## config.mk

```make
export PLATFORM = sky130hd
export DESIGN_NAME = serial_div_detector_flat
export DESIGN_NICKNAME = d
export VERILOG_FILES = /design/src/rtl/serial_div_detector_if.sv /design/src/rtl/serial_div_detector.sv /design/src/flat_wrapper.sv
export SDC_FILE = /design/constraint.sdc
export NUM_CORES = 1
export LEC_CHECK = 0
export CORE_UTILIZATION = 62
export CTS_BUF_LIST = sky130_fd_sc_hd__clkbuf_16
export CTS_CLUSTER_DIAMETER = 80
export DETAILED_ROUTE_END_ITERATION = 7
export DONT_BUFFER_PORTS = 1
export MAX_ROUTING_LAYER = met4
export PLACE_DENSITY = 0.88
export SLEW_MARGIN = 10
export SYNTH_ARGS = -nofsm -noshare
export SYNTH_HDL_FRONTEND = slang
export SYNTH_SLANG_ARGS = --single-unit
```

## constraint.sdc

```tcl
create_clock -name clk -period 3.11 [get_ports clk]
set_input_delay 0.622 -clock clk [delete_from_list [all_inputs] [get_ports clk]]
set_output_delay 0.622 -clock clk [all_outputs]
set_load 0.1 [all_outputs]
```

## src/rtl/serial_div_detector_if.sv

```systemverilog
// Bundle for the serial divisibility detector: frame control and serial bit in,
// divisibility flag, remainder and counters out.
interface serial_div_detector_if #(
  parameter int REM_W = 2,
  parameter int CNT_W = 8
);
  logic             clr;
  logic             lsb_first;
  logic             in_valid;
  logic             in_bit;
  logic             det;
  logic [REM_W-1:0] rem;
  logic [CNT_W-1:0] len;
  logic [CNT_W-1:0] det_cnt;

  modport master (
    output clr, lsb_first, in_valid, in_bit,
    input  det, rem, len, det_cnt
  );

  modport slave (
    input  clr, lsb_first, in_valid, in_bit,
    output det, rem, len, det_cnt
  );
endinterface

```

## src/rtl/serial_div_detector.sv

```systemverilog
// Serial divisibility detector: keeps the running value of an MSB- or LSB-first
// bit stream modulo DIVISOR using one conditional subtract per bit (no divider).
module serial_div_detector #(
  parameter int DIVISOR = 4,
  parameter int CNT_W   = 8
) (
  input  logic                 clk,
  input  logic                 rst_n,
  serial_div_detector_if.slave bus
);
  localparam int REM_W = $clog2(DIVISOR);
  localparam logic [REM_W:0] DIV_EXT = (REM_W+1)'(DIVISOR);

  logic [REM_W-1:0] r_rem;
  logic [REM_W-1:0] r_wgt;
  logic [CNT_W-1:0] r_len;
  logic             r_mode;
  logic [CNT_W-1:0] r_det_cnt;

  logic             w_mode;
  logic [REM_W-1:0] w_rem_base;
  logic [REM_W-1:0] w_wgt_base;
  logic [CNT_W-1:0] w_len_base;
  logic [REM_W:0]   w_sum;
  logic [REM_W:0]   w_dbl;
  logic [REM_W-1:0] w_rem_next;
  logic [REM_W-1:0] w_wgt_next;
  logic [CNT_W-1:0] w_len_next;

  // A clr in the same cycle as a valid bit restarts the frame first, so the
  // update is computed from the restart values rather than the registers.
  always_comb begin
    // NOTE: every combinational output gets a value on every path, so no latch is inferred.
    w_mode     = bus.clr ? bus.lsb_first : r_mode;
    w_rem_base = bus.clr ? '0 : r_rem;
    w_wgt_base = bus.clr ? REM_W'(1) : r_wgt;
    w_len_base = bus.clr ? '0 : r_len;

    if (w_mode)
      w_sum = {1'b0, w_rem_base} + (bus.in_bit ? {1'b0, w_wgt_base} : {(REM_W+1){1'b0}});
    else
      w_sum = {w_rem_base, bus.in_bit};
    w_rem_next = (w_sum >= DIV_EXT) ? REM_W'(w_sum - DIV_EXT) : REM_W'(w_sum);

    w_dbl      = {w_wgt_base, 1'b0};
    w_wgt_next = (w_dbl >= DIV_EXT) ? REM_W'(w_dbl - DIV_EXT) : REM_W'(w_dbl);

    w_len_next = (w_len_base == '1) ? w_len_base : w_len_base + 1'b1;
  end

  always_ff @(posedge clk or negedge rst_n) begin
    if (!rst_n) begin
      r_rem     <= '0;
      r_wgt     <= REM_W'(1);
      r_len     <= '0;
      r_mode    <= 1'b0;
      r_det_cnt <= '0;
    end else if (bus.clr || bus.in_valid) begin
      // NOTE: state registers use non-blocking assignments so all of them see pre-edge values.
      r_mode <= w_mode;
      if (bus.in_valid) begin
        r_rem <= w_rem_next;
        r_wgt <= w_mode ? w_wgt_next : w_wgt_base;
        r_len <= w_len_next;
        if (w_rem_next == '0 && r_det_cnt != '1)
          r_det_cnt <= r_det_cnt + 1'b1;
      end else begin
        r_rem <= w_rem_base;
        r_wgt <= w_wgt_base;
        r_len <= w_len_base;
      end
    end
  end

  // An empty frame never flags, even though its remainder is zero.
  assign bus.det     = (r_rem == '0) && (r_len != '0);
  assign bus.rem     = r_rem;
  assign bus.len     = r_len;
  assign bus.det_cnt = r_det_cnt;
endmodule

```

## src/flat_wrapper.sv

```systemverilog
// flat-port wrapper written by rule: the top's interface ports become plain ports
module serial_div_detector_flat 
#(
  parameter int DIVISOR = 4,
  parameter int CNT_W   = 8
)
  (clk, rst_n, bus_clr, bus_lsb_first, bus_in_valid, bus_in_bit, bus_det, bus_rem, bus_len, bus_det_cnt);
  serial_div_detector_if #(.CNT_W(CNT_W)) bus_i ();
  input  logic clk;
  input  logic rst_n;
  input wire logic [$bits(bus_i.clr)-1:0] bus_clr;
  input wire logic [$bits(bus_i.lsb_first)-1:0] bus_lsb_first;
  input wire logic [$bits(bus_i.in_valid)-1:0] bus_in_valid;
  input wire logic [$bits(bus_i.in_bit)-1:0] bus_in_bit;
  output wire logic [$bits(bus_i.det)-1:0] bus_det;
  output wire logic [$bits(bus_i.rem)-1:0] bus_rem;
  output wire logic [$bits(bus_i.len)-1:0] bus_len;
  output wire logic [$bits(bus_i.det_cnt)-1:0] bus_det_cnt;
  assign bus_i.clr = bus_clr;
  assign bus_i.lsb_first = bus_lsb_first;
  assign bus_i.in_valid = bus_in_valid;
  assign bus_i.in_bit = bus_in_bit;
  assign bus_det = bus_i.det;
  assign bus_rem = bus_i.rem;
  assign bus_len = bus_i.len;
  assign bus_det_cnt = bus_i.det_cnt;
  serial_div_detector #(.DIVISOR(DIVISOR), .CNT_W(CNT_W)) u_core (.clk(clk), .rst_n(rst_n), .bus(bus_i));
endmodule
```

==> PnR_summary.wiki <==
{| class="wikitable"
! Metric !! Value
|-
| M3 GR Usage || 0.0653
|-
| Overall Global Routing Usage || 0.338
|-
| Count of unique library cells instantiated by Yosys || 30
|-
| Power Dens Cells || roughly 920 mW/mm^2
|-
| Number of antenna violations at the first check in global routing || 0
|-
| Effective utilization at floorplan || 0.697
|-
| Number of synthesis warnings || 0
|-
| Fmax || 436 MHz
|-
| Routed wire length per instance || 18.4 um
|-
| Cell area after synthesis || 0.00111 mm^2
|-
| Level count of the clock H-tree || 1
|-
| Largest fanout on the critical path || 4
|-
| Post-CTS Hold Fix Bufs || 0
|-
| Dominant synthesized flop cell || dfrtp_1
|-
| Cell at the root of the clock tree || clkbuf_16
|-
| Post-CTS clock slew at the launch and capture registers of the worst setup and hold paths || 0.06 ns
|-
| Starting DRC count in detailed routing || 32
|-
| Setup repair after global routing missed its margin || no
|-
| Die height || between 40 and 50 um
|-
| Largest net degree at the start of global routing || 22
|-
| Met1 global-route usage || 0.423
|-
| Number of buffers added by the clock tree synthesis step || 3
|-
| Worst reg2reg startpoint || u_core.bus.len[0]
|-
| Slew Limit Headroom || 0.653
|-
| Proportion of synthesized flip-flops having asynchronous set or reset || 1.00
|-
| Count of maximum capacitance violations || 0
|-
| Clock net sink count || 21
|-
| Core area || ~0.0016 mm^2
|-
| Total Power Consumption || between 1 and 1.5 mW
|-
| Share of the synthesized area in the top cell type || 0.450
|-
| Number of global-route vias before repair || 947
|-
| Most used standard cells in the synthesized netlist || dfrtp_1 (20), xnor2_1 (11), nand3_1 (9), nor2b_1 (7), nor2_1 (6)
|-
| Overall die area || 0.00197 mm^2
|-
| Slew at the pin with the worst max-slew slack || a little over 0.5 ns
|-
| Required time at the worst-slack endpoint || 2.49 ns
|-
| Startpoint type of the worst setup path || register
|-
| Largest area contributor in the netlist || dfrtp_1
|-
| Clock buffer depth || 2
|-
| Cells after synthesis || 107
|-
| PostCTS Resize Cnt || 0
|-
| Cell count of the worst reg-to-reg path || 7
|-
| Count of antenna-violating nets left after detailed routing || 0
|-
| Number of remaining DRC errors || 0
|-
| Total congestion overflow after global routing || 0
|-
| Final number of setup-violating endpoints || 0
|-
| R2r setup slk || 0.93 ns
|-
| I/O Buffers || 0
|-
| First-pass iteration count of the detailed router || 5
|-
| Clk_lat worst skew || 0.25 ns
|-
| Mean area per synthesized cell || 10.4 um^2
|-
| Max-slew violation count || 0
|-
| Hold Path Class || in2async
|-
| Worst reg2reg path endpoint || u_core.bus.len[1]
|-
| Aggregate routed wire length || 2800 um
|-
| # rows || 14
|-
| Top Ports || 25
|-
| Setup CP Type || reg2out
|-
| Total inserted antenna cells || 0
|-
| Worst clock skew || 0.00330 ns
|-
| Total number of nets in the final design || roughly 140
|-
| Type of element capturing the critical path || output pin
|-
| Clock tree from TritonCTS || yes
|-
| Most crowded layer after global routing || met2
|-
| Accumulated negative setup slack || 0 ns
|-
| Fraction of the yosys area taken by sequential cells || 0.474
|-
| Static power due to leakage || 0.620 nW
|-
| Hold Vio Cnt, Final || 0
|-
| HPWL after DPL || 1830 um
|-
| Min Tclk post-route || about 2.3 ns
|-
| Top cells by area in the synthesized netlist || dfrtp_1 (45%), xnor2_1 (8.7%), nand3_1 (4.1%)
|-
| Via Count || 966
|-
| IR drop worst, VDD || 804 uV
|-
| Horizontal extent of the die || about 44 um
|-
| Post-synth net total || 116
|-
| Post-CTS setup-driven buffer insertion count || 0
|-
| Number of synthesized register bits || 21
|-
| Area grow syn2layout || 23.2%
|-
| EDFF count, synth || 0
|-
| Outcome || complete, no violations
|-
| Share of the clock period used by the worst path after layout || 0.738
|-
| Ratio of cells with drive above 1 in the final layout || 0.227
|-
| Global-route wire length before repair || 4440 um
|-
| Crit path arrival time || 1.67 ns
|-
| Last weighted congestion value of the routability-driven placer || 0.847
|-
| Via-per-instance ratio || 6.36
|-
| Met2 Use GR || 0.512
|-
| Most numerous cell in the Yosys netlist || dfrtp_1
|}
[worst max path at each step]
stage                       from               endpoint  cells after the start
4_1_cts        u_core.bus.len[7]                bus_det                      4
5_1_grt        u_core.bus.len[7]                bus_det                      4
3_5_place_dp             bus_clr  u_core.bus.det_cnt[4]                      8
6_report       u_core.bus.len[7]                bus_det                      4
3_3_place_gp             bus_clr  u_core.bus.det_cnt[4]                      8
2_1_floorplan  u_core.bus.len[3]                bus_det                      2
[report_power, final]
group	total, mW	internal [mW]	leakage [nW]	switching [mW]
sequential	0.349	0.325	0.269	0.0244
clock	0.274	0.173	0.0409	0.102
combinational	0.630	0.137	0.310	0.493
total	1.25	0.634	0.620	0.619
[state kept, by name, indices dropped and copies added (netlist names)]
signal and count:
u_core.bus.det_cnt 8, u_core.bus.len 8, u_core.bus.rem 2, u_core.r_mode 1
u_core.r_wgt 2
[layout make-up]
cell class	count	area [um^2]
multi-input combinational	82	582
sequential	21	527
fill	83	225
timing repair buffer	19	143
clock buffer	3	75.1
tap	24	30.0
inverter	2	7.51
clock inverter	1	5.00
[layout by cell type (no fill, tap or decap), types with 4 or more instances in the layout]
| master | n |
|---|---|
| nor2_1 | 6 |
| nor2b_1 | 7 |
| and4_1 | 4 |
| dfrtp_1 | 20 |
| nand4_1 | 4 |
| xnor2_1 | 11 |
| buf_4 | 19 |
| nand2_1 | 5 |
| nand3_1 | 9 |
| nor4_1 | 4 |
[routing by layer]
| metal | vias to the layer above | routed length (um) |
|---|---|---|
| met1 | 471 | 1170 |
| li1 | 426 | - |
| met3 | 11 | 198 |
| met4 | 0 | 101 |
| met2 | 58 | 1330 |
| met5 | - | 0 |
[cells by family (layout without fill, tap and decap cells)]
family	after synthesis	in the layout	synth area share
buffers and inverters	4	25	0.0135
AND/OR/NAND/NOR	47	47	0.242
multiplexers	5	5	0.0518
XOR/XNOR	14	14	0.110
AO/OA/AOI/OAI	13	13	0.0743
flip-flops	21	21	0.474
adder cells (fa/ha/maj)	3	3	0.0338
[worst max-delay path, stage by stage, from the launching register on]
cell,delay [ns]
dfrtp_1,0.36
buf_4,0.24
nor4_1,0.43
a211oi_4,0.12
buf_4,0.26
[stage by stage]
| stage | utilization | area, um^2 | worst slack (ns) | hold WS, ns | std cells |
|---|---|---|---|---|---|
| after global routing | 0.859 | 1370 | 0.762 | 0.0530 | 152 |
| after CTS | 0.859 | 1370 | 0.819 | 0.0586 | 152 |
| after detailed placement | 0.808 | 1290 | 0.807 | 0.327 | 148 |
| final | 0.859 | 1370 | 0.814 | 0.0569 | 152 |
| after floorplan | - | 1120 | 0.0272 | 0.326 | 107 |
| after global placement | 0.808 | 1290 | 0.862 | 0.327 | 148 |
Note: power is estimated with default switching activity, not from simulation.
